## src/rtl/gb_fanout.sv

```systemverilog
// gb_fanout: host-bus fan-out router for NCH identical child apertures plus
// a small local CSR bank at address 0.
//
// Every read, whether it hits a child, a local register or nothing, returns
// after exactly RD+2 cycles. The host can therefore issue one read per cycle
// without tracking where each one went.
//
// Optional feature, enabled by defining GB_FANOUT_MISS_EN:
//   a 16-bit saturating miss counter, readable at local offset 2^LOCAL_AW-1.
//   Any write to that offset clears the counter.
module gb_fanout #(
    parameter int AW          = 24,
    parameter int DW          = 32,
    parameter int NCH         = 4,
    parameter int SUB_AW      = 8,
    parameter int CH_BASE_IDX = 1,
    parameter int LOCAL_AW    = 6,
    parameter int NCSR        = 4,
    parameter int RD          = 1
) (
    input  logic                gb_clk,
    input  logic                gb_rst_n,
    input  logic [AW-1:0]       gb_addr,
    input  logic [DW-1:0]       gb_wdata,
    input  logic                gb_wen,
    input  logic                gb_rstb,
    output logic [DW-1:0]       gb_rdata,
    output logic                gb_rvalid,
    output logic [SUB_AW-1:0]   ch_addr,
    output logic [DW-1:0]       ch_wdata,
    output logic [NCH-1:0]      ch_wen,
    output logic [NCH-1:0]      ch_rstb,
    input  logic [NCH*DW-1:0]   ch_rdata,
    output logic [NCSR*DW-1:0]  csr_q
);

    localparam int HW = AW - SUB_AW;
    localparam int CW = (NCH > 1) ? $clog2(NCH) : 1;
    localparam logic [LOCAL_AW-1:0] NCSR_L = LOCAL_AW'(NCSR);
`ifdef GB_FANOUT_MISS_EN
    localparam logic [LOCAL_AW-1:0] CNT_OFF = '1;
`endif

    // Decode results for the current host cycle
    logic [HW-1:0]        hi_addr;
    logic [LOCAL_AW-1:0]  loc_off;
    logic                 is_local;
    logic                 is_csr;
    logic                 is_cnt;
    logic                 is_child;
    logic                 is_miss;
    logic [CW-1:0]        ch_sel;
    logic [DW-1:0]        loc_rdata;
    logic                 wr_go;
    logic                 rd_go;

    // Registered state
    logic [NCSR*DW-1:0]   csr_bank_q;
    logic [NCH-1:0]       ch_wen_q;
    logic [NCH-1:0]       ch_rstb_q;
    logic [SUB_AW-1:0]    ch_addr_q;
    logic [DW-1:0]        ch_wdata_q;
    logic [DW-1:0]        gb_rdata_q;
    logic [DW-1:0]        gb_rdata_d;
    logic                 gb_rvalid_q;

    // Tag pipeline: one stage per cycle between the strobe edge and the
    // edge that registers the response. Stage RD lines up with the cycle in
    // which the addressed child drives ch_rdata.
    logic                 tag_v_q     [0:RD];
    logic                 tag_child_q [0:RD];
    logic                 tag_local_q [0:RD];
    logic [CW-1:0]        tag_idx_q   [0:RD];
    logic [DW-1:0]        tag_data_q  [0:RD];

`ifdef GB_FANOUT_MISS_EN
    logic [15:0]          miss_cnt_q;
    logic [15:0]          miss_cnt_d;
`endif

    // A simultaneous write and read executes only the write.
    assign wr_go = gb_wen;
    assign rd_go = gb_rstb && !gb_wen;

    // Address decode and local read-data selection
    always_comb begin
        hi_addr  = gb_addr[AW-1:SUB_AW];
        loc_off  = gb_addr[LOCAL_AW-1:0];
        is_local = (gb_addr[AW-1:LOCAL_AW] == '0);
        is_csr   = is_local && (loc_off < NCSR_L);
        is_cnt   = 1'b0;
`ifdef GB_FANOUT_MISS_EN
        is_cnt   = is_local && (loc_off == CNT_OFF);
`endif
        is_child = 1'b0;
        ch_sel   = '0;
        for (int n = 0; n < NCH; n++) begin
            if (hi_addr == HW'(CH_BASE_IDX + n)) begin
                is_child = 1'b1;
                ch_sel   = CW'(n);
            end
        end
        is_miss = !is_csr && !is_cnt && !is_child;

        loc_rdata = '0;
        for (int k = 0; k < NCSR; k++) begin
            if (loc_off == LOCAL_AW'(k)) begin
                loc_rdata = csr_bank_q[k*DW +: DW];
            end
        end
`ifdef GB_FANOUT_MISS_EN
        if (is_cnt) begin
            loc_rdata = {{(DW-16){1'b0}}, miss_cnt_q};
        end
`endif
    end

    // Local CSR bank, written on the strobe edge
    always_ff @(posedge gb_clk) begin
        if (!gb_rst_n) begin
            csr_bank_q <= '0;
        end else if (wr_go && is_csr) begin
            for (int k = 0; k < NCSR; k++) begin
                if (loc_off == LOCAL_AW'(k)) begin
                    csr_bank_q[k*DW +: DW] <= gb_wdata;
                end
            end
        end
    end

`ifdef GB_FANOUT_MISS_EN
    // Miss counter next state: clear first, then count, so a clear and a
    // miss landing together leave one recorded miss.
    always_comb begin
        miss_cnt_d = miss_cnt_q;
        if (wr_go && is_cnt) begin
            miss_cnt_d = '0;
        end
        if ((wr_go || rd_go) && is_miss && (miss_cnt_d != 16'hFFFF)) begin
            miss_cnt_d = miss_cnt_d + 16'd1;
        end
    end

    // Miss counter register
    always_ff @(posedge gb_clk) begin
        if (!gb_rst_n) begin
            miss_cnt_q <= '0;
        end else begin
            miss_cnt_q <= miss_cnt_d;
        end
    end
`endif

    // Child-side strobes and shared address/data, one cycle after the host
    always_ff @(posedge gb_clk) begin
        if (!gb_rst_n) begin
            ch_wen_q   <= '0;
            ch_rstb_q  <= '0;
            ch_addr_q  <= '0;
            ch_wdata_q <= '0;
        end else begin
            ch_wen_q  <= '0;
            ch_rstb_q <= '0;
            if (wr_go && is_child) begin
                ch_wen_q[ch_sel] <= 1'b1;
            end
            if (rd_go && is_child) begin
                ch_rstb_q[ch_sel] <= 1'b1;
            end
            if (wr_go || rd_go) begin
                ch_addr_q <= gb_addr[SUB_AW-1:0];
            end
            if (wr_go) begin
                ch_wdata_q <= gb_wdata;
            end
        end
    end

    // Tag pipeline: captures source and local data at the strobe edge
    always_ff @(posedge gb_clk) begin
        if (!gb_rst_n) begin
            for (int i = 0; i <= RD; i++) begin
                tag_v_q[i]     <= 1'b0;
                tag_child_q[i] <= 1'b0;
                tag_local_q[i] <= 1'b0;
                tag_idx_q[i]   <= '0;
                tag_data_q[i]  <= '0;
            end
        end else begin
            tag_v_q[0]     <= rd_go;
            tag_child_q[0] <= is_child;
            tag_local_q[0] <= is_csr || is_cnt;
            tag_idx_q[0]   <= ch_sel;
            tag_data_q[0]  <= (is_csr || is_cnt) ? loc_rdata : '0;
            for (int i = 1; i <= RD; i++) begin
                tag_v_q[i]     <= tag_v_q[i-1];
                tag_child_q[i] <= tag_child_q[i-1];
                tag_local_q[i] <= tag_local_q[i-1];
                tag_idx_q[i]   <= tag_idx_q[i-1];
                tag_data_q[i]  <= tag_data_q[i-1];
            end
        end
    end

    // Response mux at the pipeline output; misses return zero
    always_comb begin
        gb_rdata_d = '0;
        if (tag_child_q[RD]) begin
            for (int n = 0; n < NCH; n++) begin
                if (tag_idx_q[RD] == CW'(n)) begin
                    gb_rdata_d = ch_rdata[n*DW +: DW];
                end
            end
        end else if (tag_local_q[RD]) begin
            gb_rdata_d = tag_data_q[RD];
        end
    end

    // Registered host response
    always_ff @(posedge gb_clk) begin
        if (!gb_rst_n) begin
            gb_rvalid_q <= 1'b0;
            gb_rdata_q  <= '0;
        end else begin
            gb_rvalid_q <= tag_v_q[RD];
            if (tag_v_q[RD]) begin
                gb_rdata_q <= gb_rdata_d;
            end
        end
    end

    assign gb_rdata  = gb_rdata_q;
    assign gb_rvalid = gb_rvalid_q;
    assign ch_addr   = ch_addr_q;
    assign ch_wdata  = ch_wdata_q;
    assign ch_wen    = ch_wen_q;
    assign ch_rstb   = ch_rstb_q;
    assign csr_q     = csr_bank_q;

endmodule

```

## config.mk

```make
export PLATFORM = sky130hd
export DESIGN_NAME = gb_fanout
export DESIGN_NICKNAME = d
export VERILOG_FILES = /design/src/rtl/gb_fanout.sv
export SDC_FILE = /design/constraint.sdc
export NUM_CORES = 1
export LEC_CHECK = 0
export BUFFER_PORTS_ARGS = -buffer_cell sky130_fd_sc_hd__buf_2
export CAP_MARGIN = 10
export CORE_MARGIN = 2
export CORE_UTILIZATION = 50
export CTS_CLUSTER_DIAMETER = 120
export DETAILED_ROUTE_END_ITERATION = 16
export PLACE_DENSITY = 0.86
export SLEW_MARGIN = 20
export SYNTH_ARGS = -nofsm -noshare
export SYNTH_HDL_FRONTEND = slang
export SYNTH_SLANG_ARGS = --single-unit
```

## constraint.sdc

```tcl
create_clock -name gb_clk -period 2.4 [get_ports gb_clk]
set_input_delay 0 -clock gb_clk [delete_from_list [all_inputs] [get_ports gb_clk]]
set_output_delay 0 -clock gb_clk [all_outputs]
set_load 0.01 [all_outputs]
```

==> results of run 1 <==
## power breakdown
part | internal (W) | total [W] | switching, W
clock | 0.00281 | 0.00467 | 0.00186
sequential | 0.00476 | 0.00479 | 0.0000394
combinational | 0.000421 | 0.000852 | 0.000430
## registers in the layout, indices dropped and copies added, names as in the netlist
name,flops
tag_v_q,2
ch_wdata,32
ch_rstb,4
csr_q,128
ch_wen,4
gb_rdata,32
gb_rvalid,1
tag_child_q,2
tag_local_q,2
tag_data_q,64
ch_addr,8
tag_idx_q,4
## layout make-up
type	instances	area (µm²)	area share
clock inverter	11	141.4	0.008949
multi-input combinational	735	5246	0.3321
antenna	3	7.507	0.0004752
inverter	19	71.32	0.004514
sequential	283	5670	0.3589
clock buffer	41	860.8	0.05449
timing repair buffer	541	3445	0.2180
tap	285	356.6	0.02257
## routing by layer
metal | track usage | vias up
li1 | - | 4891
met1 | 0.3666 | 5059
met3 | 0.07159 | 187
met4 | 0.1900 | 0
met5 | 0 | -
met2 | 0.5319 | 659
## worst max-delay path: stages
cell	delay, ps
dlygate4sd3_1	550
buf_2	160
nor4_4	250
dlygate4sd3_1	650
nand4_1	160
or2_2	360
dlygate4sd3_1	610
nor2_1	170
## logic make-up (layout without fill, tap and decap cells)
kind of cell / Yosys count / in the layout / synth area share
simple gates: 364 / 364 / 0.1523
flops: 283 / 283 / 0.4978
mux: 206 / 206 / 0.2179
compound gates: 163 / 163 / 0.08597
buf+inv: 112 / 612 / 0.04452
xor+xnor: 2 / 2 / 0.001539
other cells: 0 / 3 / 0
## synthesized netlist by cell type (4+ instances only)
cell type  number
a22oi_1        32
nor2_1         64
nor3_1         33
inv_1          19
a31oi_1        18
clkbuf_1       71
a21oi_1        33
buf_4           6
buf_2           6
mux2i_1       160
nand2_1       170
o21ai_0        40
nor2b_1        33
nand3b_1        5
mux4_2         32
buf_1           4
o22ai_1        32
a21boi_0        8
dfxtp_1       283
and2_1         39
mux2_2         14
## per-stage QoR
stage / instances / power [W]
2_1_floorplan: 1130 / 0.005230
3_3_place_gp: 1741 / 0.005527
3_5_place_dp: 1741 / 0.005546
4_1_cts: 1914 / 0.01030
5_1_grt: 1917 / 0.01060
6_report: 1918 / 0.01032
## final timing paths
check	slack, ps	start	endpoint	depth (start not counted)
worst max register to register	110	tag_idx_q[0][2]	gb_rdata[14]	5
worst max-delay path	-60	gb_addr[14]	tag_child_q[0][0]	8
worst min register to register	430	tag_child_q[0][0]	tag_child_q[0][1]	1
worst min-delay path	6	ch_rdata[93]	gb_rdata[29]	4
## timing repair
item | in CTS | in global routing
hold buffers | 121 | 2
endpoints found under the hold margin | 214 | 2
gates resized for setup | 0 | 2
setup endpoints to repair | 0 | 13
==> impl_results.md, run 1 <==
* Clock-pin slew on the worst setup and hold paths at 60 ps
* Routed met1 length at 14830 µm
* Worst clock skew on the final layout at 15.56 ps
* Uppermost signal routing layer after detailed routing: met4
* Cell taking the most area after synthesis: dfxtp_1
* Leakage power at 6.863 nW
* Pre-CTS setup slack at 470.8 ps
* Iter 0 DRT Violations at 946
* Floorplan core area at 22500 µm²
* Overall routing resource usage at 0.3152
* Startpoint kind of the worst setup timing path: primary input
* Average detailed-routed wire length per instance at 20.89 µm
* Data arrival at the endpoint of the critical path at 2910 ps
* Yosys warnings at 0
* Final core utilization at 0.7021
* Routed wire length on met2 at 18980 µm
* Number of nets in the layout at 1797
* Min Clock Period, post-route at 2455 ps
* Sum of overflow across all layers after global routing at 0
* Total setup violations reported at the end of the flow at 3
* Post-CTS setup buffers at 0
* Most frequent standard cell in the layout excluding fill and tap cells: buf_2
* Via-per-instance ratio at 5.629
* Number of search-and-repair iterations in the first detailed-routing pass at 8
* Largest buffer count on any clock path at 3
* Design Area, Final at 15800 µm²
* Final hold slack at 6.094 ps
* Maximum level of the CTS H-tree at 1
* Leading cell types in the layout, fill and taps excluded: buf_2 (395), dfxtp_1 (281), nand2_1 (170)
* Antenna-violating nets left at 0
* Fraction of layout instances using a drive strength above 1 at 0.3264
* Share of the synthesized area in the top cell type at 0.4978
* Post-synth EDFFs at 0
* Number of buffers created by CTS at 29
* Max-cap viol count at 0
* Critical path class: in -> reg
* FFs w/ async S/R, synth at 0
* Maximum number of pins on one net before global-route repair at 162
* Synth Net Count at 1318
* IO buf count at 396
* Cells taking the most area after synthesis: dfxtp_1 (50%), mux2i_1 (14%), mux4_2 (6.3%), nand2_1 (5.6%), clkbuf_1 (2.3%)
* Max Slew Vio Count at 0
* Result of the run: finished with violations
* Via count of the first global-routing pass at 10900
* Share of synthesized area occupied by flip-flops and latches at 0.4978
* Worst max-slew margin expressed relative to the limit at 0.3576
* Layout area overhead at 38.82%
* Syn Std Cell Area at 11380 µm²
* Die area at 23980 µm²
* TNS Setup at -80.74 ps
* Number of remaining DRC errors at 0
* Most used flip-flop cell after synthesis: dfxtp_1
* Mean post-synth cell area at 10.07 µm²
* Initial cell density of the core at 0.5058
* Maximum achievable frequency at 407.3 MHz
* Total clock sinks at 283
* Routability congestion estimate from global placement at 0.9098
* Routed via count at 10800
* Critical-path maximum fanout at 3
* Peak supply drop at 564.2 µV
* HPWL after detailed placement at 24380 µm
* Post-DP Area at 13560 µm²
* Cell variety after synth at 39
* Failing checks: setup timing
* Critical path required time at 2850 ps
* Horizontal die dimension at 154.9 µm
* Routed wire length at 40080 µm
* Slew at the pin closest to its max-slew limit at 963.7 ps
* Element type at the critical path end: flop
* Num rows at 55
* Routed wl met3 at 3728 µm
* Die span in y at 154.9 µm
* Hold Vio Cnt, Final at 0
* Initial antenna violation count at 4
* IO Count at 397
* Number of filler cells placed in the layout at 1481
* Path type of the worst min-delay path: in -> reg
* Cell count after synthesis at 1130
* Buffer cell driving the clock tree root: clkbuf_16
* Wire length of the first global-routing pass at 59520 µm
* Final setup slack of the worst path at -55.37 ps
* Number of synthesized register bits at 283
* Insertion delay to the later sink of the worst-skew pair at 540 ps
* Clock tree from TritonCTS: built
* Power per cell area at 653.1 nW/µm²
* Final worst-path cycle share at 1.023
Note: power is estimated with default switching activity, not from simulation.
==> run 2: changes to the inputs <==
--- a/config.mk
+++ b/config.mk
@@ -12,6 +12,7 @@
 export CTS_CLUSTER_DIAMETER = 120
 export DETAILED_ROUTE_END_ITERATION = 16
 export PLACE_DENSITY = 0.86
+export RECOVER_POWER = 25
 export SLEW_MARGIN = 20
 export SYNTH_ARGS = -nofsm -noshare
 export SYNTH_HDL_FRONTEND = slang
==> impl_results.md, run 2 (synthesis results as in run 1) <==
* Routed via count at 10790 (-0.074%)
* Layout area overhead at 37.48%
* HPWL after detailed placement at 24380 µm (unchanged)
* Register-to-register setup slack at 110 ps (about the same)
* Clock tree from TritonCTS: built
* Overall routing resource usage at 0.3152 (unchanged)
* Critical path class: in -> reg
* IO Count at 397 (unchanged)
* TNS Setup at -48.02 ps (+32.73 ps)
* Number of nets in the layout at 1797 (unchanged)
* Wire length of the first global-routing pass at 59520 µm (unchanged)
* Worst max-slew margin expressed relative to the limit at 0.3599 (+0.002347)
* Max-cap viol count at 0 (unchanged)
* Fraction of layout instances using a drive strength above 1 at 0.2515 (-0.07485)
* Number of remaining DRC errors at 0 (unchanged)
* Data arrival at the endpoint of the critical path at 2910 ps (about the same)
* IO buf count at 396 (unchanged)
* Leading cell types in the layout, fill and taps excluded: dfxtp_1 (281), buf_2 (273), nand2_1 (170)
* Hold Vio Cnt, Final at 0 (unchanged)
* Die span in y at 154.9 µm (unchanged)
* Routed wire length at 40190 µm (+0.29%)
* Worst flop-to-flop path startpoint: tag_idx_q[0][2]
* Largest buffer count on any clock path at 3 (unchanged)
* Critical-path maximum fanout at 3 (unchanged)
* Maximum achievable frequency at 411.9 MHz (+1.1%)
* Path type of the worst min-delay path: in -> reg
* Critical path required time at 2880 ps (+30 ps)
* Number of buffers created by CTS at 29 (unchanged)
* Sum of overflow across all layers after global routing at 0 (unchanged)
* Clock-pin slew on the worst setup and hold paths at 60 ps (about the same)
* Average detailed-routed wire length per instance at 20.96 µm (+0.29%)
* Peak supply drop at 562.4 µV (-0.32%)
* Element type at the critical path end: flop
* Final worst-path cycle share at 1.011 (-0.01157)
* Result of the run: finished with violations
* Maximum level of the CTS H-tree at 1 (unchanged)
* Final core utilization at 0.6953 (-0.006783)
* Initial cell density of the core at 0.5058 (unchanged)
* Number of search-and-repair iterations in the first detailed-routing pass at 7 (-1)
* Insertion delay to the later sink of the worst-skew pair at 540 ps (about the same)
* Post-CTS setup buffers at 0 (unchanged)
* Num rows at 55 (unchanged)
* Min Clock Period, post-route at 2428 ps (-27.78 ps)
* Power per cell area at 658.7 nW/µm² (+0.85%)
* Buffer cell driving the clock tree root: clkbuf_16
* Number of flip-flops in the largest register at 128 (unchanged)
* Failing checks: setup timing
* Via count of the first global-routing pass at 10900 (unchanged)
* Beginning of the critical path: gb_addr[14]
* Capturing point of the worst reg2reg path: gb_rdata[14]
* Max Slew Vio Count at 0 (unchanged)
* Via-per-instance ratio at 5.625 (about the same)
* Post-DP Area at 13560 µm² (unchanged)
* Leakage power at 6.352 nW (-7.4%)
* Total setup violations reported at the end of the flow at 2 (-1)
* Pre-CTS setup slack at 470.8 ps (unchanged)
* Floorplan core area at 22500 µm² (unchanged)
* Worst Setup EP: tag_idx_q[0][0]
* Design Area, Final at 15650 µm² (-0.97%)
* Horizontal die dimension at 154.9 µm (unchanged)
* Maximum number of pins on one net before global-route repair at 162 (unchanged)
* Iter 0 DRT Violations at 895 (-5.4%)
* Most frequent standard cell in the layout excluding fill and tap cells: dfxtp_1
* Final setup slack of the worst path at -27.59 ps (+27.78 ps)
* Total clock sinks at 283 (unchanged)
* Slew at the pin closest to its max-slew limit at 960.1 ps (-3.519 ps)
* Die area at 23980 µm² (unchanged)
* Startpoint kind of the worst setup timing path: primary input
* Initial antenna violation count at 4 (unchanged)
* Worst r2r path cells at 5 (unchanged)
* Worst clock skew on the final layout at 13.76 ps (-1.792 ps)
* Routability congestion estimate from global placement at 0.9098 (unchanged)
* Antenna-violating nets left at 0 (unchanged)
## run 2: cell count changes in the layout (fill, tap and decap cells not counted)
cell,delta
buf_2,-122
clkbuf_1,+122
## run 2: cell type report
class	count	area, µm²
Antenna cell	3	7.507
Multi-Input combinational cell	735	5246
Sequential cell	283	5670
Inverter	19	71.32
Clock inverter	11	141.4
Timing Repair Buffer	541	3292
Fill cell	1574	6857
Clock buffer	41	860.8
Tap cell	285	356.6
## run 2: timing repair
item / in CTS / in global routing
hold endpoints to repair: 214 / 2
endpoints found under the setup margin: 0 / 13
resized for setup: 0 / 2
hold buffers: 121 / 2
## run 2: routing by layer
metal / up-vias / part of all wire / track usage
met2: 629 / 0.47 / 0.5319
met1: 5081 / 0.38 / 0.3666
li1: 4892 / - / -
met3: 186 / 0.087 / 0.07159
met5: - / 0 / 0
met4: 0 / 0.063 / 0.1900
## run 2: through the flow
step                      total power, W  hold WS [ps]  instances
after CTS                        0.01030        0.1207       1914
after detailed placement        0.005546         263.1       1741
after global placement          0.005527         249.9       1741
after global routing             0.01059         13.04       1917
final                            0.01031         8.273       1918
after floorplan                 0.005230         77.33       1130
## run 2: worst min-delay path by stage
stage            startpoint         endpoint  slack (ps)  cells after the start
4_1_cts        ch_rdata[55]     gb_rdata[23]         0.1                      4
3_3_place_gp     gb_addr[8]  tag_idx_q[0][0]         250                      2
5_1_grt        ch_rdata[93]     gb_rdata[29]          10                      4
3_5_place_dp     gb_addr[8]  tag_idx_q[0][0]         260                      2
6_report       ch_rdata[93]     gb_rdata[29]           8                      4
2_1_floorplan    gb_addr[8]  tag_idx_q[0][0]          80                      1
## run 2: critical path, cell delays in order
cell and delay (ps):
dlygate4sd3_1 550, buf_2 160, nor4_4 250, dlygate4sd3_1 650
nand4_1 160, or2_2 360, nor3_1 210, dlygate4sd3_1 570
## run 2: power breakdown
part           switching (W)  leakage [nW]  internal, W
sequential         0.0000413          2.29      0.00476
combinational       0.000430          3.57     0.000407
clock                0.00186         0.489      0.00281
==> run 3: changes to the inputs <==
--- a/config.mk
+++ b/config.mk
@@ -5,13 +5,14 @@
 export SDC_FILE = /design/constraint.sdc
 export NUM_CORES = 1
 export LEC_CHECK = 0
+export ABC_AREA = 1
 export BUFFER_PORTS_ARGS = -buffer_cell sky130_fd_sc_hd__buf_2
 export CAP_MARGIN = 10
 export CORE_MARGIN = 2
 export CORE_UTILIZATION = 50
 export CTS_CLUSTER_DIAMETER = 120
 export DETAILED_ROUTE_END_ITERATION = 16
-export PLACE_DENSITY = 0.86
+export PLACE_DENSITY = 0.85
 export RECOVER_POWER = 25
 export SLEW_MARGIN = 20
 export SYNTH_ARGS = -nofsm -noshare
==> impl_results.md, run 3 <==
* IO Count at 397 (unchanged)
* Number of nets in the layout at 2359 (+31%)
* Slew at the pin closest to its max-slew limit at 1633 ps (+673.1 ps)
* Routed via count at 14050 (+30%)
* Worst max-slew margin expressed relative to the limit at -0.08882 (-0.4487)
* Share of synthesized area occupied by flip-flops and latches at 0.4646 (-0.03320)
* Via-per-instance ratio at 5.580 (-0.79%)
* Leakage power at 7.441 nW (+17%)
* Failing checks: capacitance limit, slew limit
* Number of remaining DRC errors at 0 (unchanged)
* Yosys warnings at 0 (unchanged)
* Logic depth of the worst path, buffers included at 7 (-1)
* Cell-by-cell listing of the critical path: nand2_1 -> clkinvlp_4 -> nand2_1 -> nand4_1 -> dlygate4sd3_1 -> nand2_1 -> a21oi_1
* Routability congestion estimate from global placement at 0.9631 (+5.9%)
* Most frequent cell on the critical path: nand2_1
* Beginning of the critical path: tag_idx_q[0][2]
* Maximum achievable frequency at 440.8 MHz (+7.0%)
* IO buf count at 396 (unchanged)
* Worst flop-to-flop path startpoint: tag_idx_q[0][2]
* GR Layer Usage met1 at 0.4167 (+0.05003)
* Most used standard cell by instance count after synthesis: nand2_1
* Max-cap viol count at 1 (+1)
* Via count of the first global-routing pass at 13250 (+22%)
* Global-route met2 utilization at 0.5590 (+0.02718)
* Maximum level of the CTS H-tree at 1 (unchanged)
* Num rows at 57 (+3.6%)
* Number of flip-flops in the largest register at 128 (unchanged)
* Post-synth EDFFs at 0 (unchanged)
* Share of total power consumed by net switching at 0.2307 (+0.004330)
* Final core utilization at 0.6801 (-0.01524)
* Number of search-and-repair iterations in the first detailed-routing pass at 6 (-1)
* Non-filler cells, final at 2518 (+31%)
* Critical path class: reg -> reg
* Number of filler cells placed in the layout at 1951 (+24%)
* Antenna-violating nets left at 0 (unchanged)
* Syn Std Cell Area at 12190 µm² (+7.1%)
* Count of placed standard cells including taps at 2332 (+34%)
* Share of the synthesized area in the top cell type at 0.4646 (-0.03320)
* Initial cell density of the core at 0.5059 (about the same)
* Setup repair after global routing missed its margin: false
* Sum of overflow across all layers after global routing at 0 (unchanged)
* Critical path required time at 2880 ps (about the same)
* Switching Power at 0.002425 W (+3.9%)
* Horizontal die dimension at 160.2 µm (+3.4%)
* Design Area, Final at 16390 µm² (+4.8%)
* Clock tree from TritonCTS: built
* Die span in y at 160.2 µm (+3.4%)
* Routed wire length at 45580 µm (+13%)
* Cells taking the most area after synthesis: dfxtp_1 (46%), nand2_1 (12%), nor2_1 (11%), nand4_1 (7.7%), a21oi_1 (4.0%)
* Total setup violations reported at the end of the flow at 0 (-2)
* Overall routing resource usage at 0.3400 (+0.02475)
* Average detailed-routed wire length per instance at 18.10 µm (-14%)
* Part of the total power dissipated in combinational logic at 0.079 (-0.002)
* Pre-CTS setup slack at 472.2 ps (+1.365 ps)
* Startpoint kind of the worst setup timing path: flop
* Post-DP Area at 14160 µm² (+4.5%)
* Number of stages on the worst hold path at 7 (+3)
* Die area at 25650 µm² (+7.0%)
* GR Layer Usage met3 at 0.07143 (-0.0001592)
* Initial antenna violation count at 1 (-3)
* Most used flip-flop cell after synthesis: dfxtp_1
* Share of power burned in registers at 0.457 (-0.008)
* CP bufs+invs at 2 (-2)
* Cell variety after synth at 23 (-41%)
* Critical-path top delay cell: dfxtp_1
* Mean post-synth cell area at 7.077 µm² (-30%)
* Element type at the critical path end: flop
* Internal power summed over all cells at 0.008083 W (+1.4%)
* Power per cell area at 641.0 nW/µm² (-2.7%)
* Critical-path maximum fanout at 21 (+18)
* Path type of the worst min-delay path: in -> reg
* Insertion delay to the later sink of the worst-skew pair at 560 ps (+20 ps)
* Buffer cell driving the clock tree root: clkbuf_16
* Hold Vio Cnt, Final at 0 (unchanged)
* Final setup slack of the worst path at 131.4 ps (+159.0 ps)
* Iter 0 DRT Violations at 1380 (+54%)
* Cell count after synthesis at 1723 (+52%)
* Worst r2r path cells at 7 (+2)
* Floorplan core area at 24110 µm² (+7.1%)
* Max Slew Vio Count at 38 (+38)
* List of most frequent post-synthesis cells: nand2_1 (386), nor2_1 (360), dfxtp_1 (283), nand4_1 (150), a21oi_1 (98)
* Fraction of layout instances using a drive strength above 1 at 0.1879 (-0.06366)
* Most frequent standard cell in the layout excluding fill and tap cells: nand2_1
* Layout area overhead at 34.43%
* Leading cell types in the layout, fill and taps excluded: nand2_1 (386), nor2_1 (356), buf_2 (306)
* Largest buffer count on any clock path at 3 (unchanged)
* Busiest layer in global routing: met2
* Worst hold start: gb_addr[9]
* TNS Setup at 0 ps (+48.02 ps)
* Clock power share at 0.463 (+0.010)
* Min Clock Period, post-route at 2269 ps (-159.0 ps)
* Post-CTS setup buffers at 0 (unchanged)
* Clock-pin slew on the worst setup and hold paths at 60 ps (about the same)
* Total clock sinks at 283 (unchanged)
* HPWL after detailed placement at 27830 µm (+14%)
* Kind of cell with the highest combined delay on the critical path: buffers and inverters
* Slowest cell delay on critical path at 650 ps (about the same)
* Final worst-path cycle share at 0.9453 (-0.06624)
* Maximum number of pins on one net before global-route repair at 126 (-22%)
* Result of the run: finished with violations
* Number of synthesized register bits at 283 (unchanged)
* Peak supply drop at 486.9 µV (-13%)
* Worst clock skew on the final layout at 18.88 ps (+5.119 ps)
* Data arrival at the endpoint of the critical path at 2740 ps (-170 ps)
* Number of buffers created by CTS at 30 (+3.4%)
* Wire length of the first global-routing pass at 71130 µm (+20%)
* Cell taking the most area after synthesis: dfxtp_1
* Synth Net Count at 1911 (+45%)
* FFs w/ async S/R, synth at 0 (unchanged)
==> run 3: cell count changes after synthesis, moves of 33 or more <==
cell / before / now
nor2_1: 64 / 360
nand2_1: 170 / 386
mux2i_1: 160 / 0
nand4_1: 2 / 150
nand3_1: 3 / 70
a21oi_1: 33 / 98
inv_1: 19 / 84
o21ai_0: 40 / 86
and2_1: 39 / 1
nor2b_1: 33 / 0
==> run 3: power groups by stage <==
| stage | logic [W] | registers (W) | clock network, W |
|---|---|---|---|
| final | 0.000835 | 0.00480 | 0.00487 |
| after global routing | 0.000898 | 0.00480 | 0.00513 |
| after CTS | 0.000804 | 0.00480 | 0.00490 |
| after detailed placement | 0.000650 | 0.00490 | 0 |
| after global placement | 0.000639 | 0.00490 | 0 |
| after floorplan | 0.000301 | 0.00493 | 0 |
==> run 3: metrics by stage <==
stage	total power, W	hold WS, ps
2_1_floorplan	0.005229	140.1
3_3_place_gp	0.005538	267.6
3_5_place_dp	0.005548	283.0
4_1_cts	0.01050	10.14
5_1_grt	0.01083	116.1
6_report	0.01051	80.03
==> run 3: worst paths after layout <==
| kind | slack [ps] | endpoint |
|---|---|---|
| hold / removal | 80 | tag_idx_q[0][1] |
| setup / recovery | 130 | gb_rdata[26] |
| setup reg to reg | 130 | gb_rdata[26] |
| hold reg to reg | 410 | tag_v_q[0][1] |
==> run 3: cell type report <==
class                   count  area [µm²]  share of cell area
flip-flops and latches    283        5667              0.3457
multi-input cells        1211        5455              0.3328
repair buffers            554        3482              0.2124
clock buffers              39       825.8             0.05037
well taps                 324       405.4             0.02473
inverters                  91       345.3             0.02107
clock inverters            15       210.2             0.01282
diodes                      1       2.502           0.0001526
==> run 3: cells by family after synthesis <==
logic type / Yosys count / synth area share
AOI/OAI and AO/OA: 224 / 0.09419
buffers and inverters: 229 / 0.09070
DFF: 283 / 0.4646
and+or+nand+nor: 987 / 0.3505
==> run 3: layer usage <==
metal,vias to the layer above,routed length [µm]
met2,969,20850
met4,0,3058
met5,-,0
met1,6340,17110
met3,227,4557
li1,6515,-
==> run 3: worst reg2reg max path: cells and delay by family (launching register included) <==
| kind | cells | cell delay (ps) |
|---|---|---|
| AOI/OAI and AO/OA | 1 | 120 |
| and+or+nand+nor | 4 | 530 |
| buffers and inverters | 2 | 910 |
| DFF | 1 | 650 |
==> run 3: what timing repair did <==
| action | 4_1_cts | 5_1_grt |
|---|---|---|
| endpoints found under the hold margin | 225 | 0 |
| setup endpoints to repair | 0 | 24 |
| resized for setup | 0 | 3 |
| hold buffers | 131 | 0 |
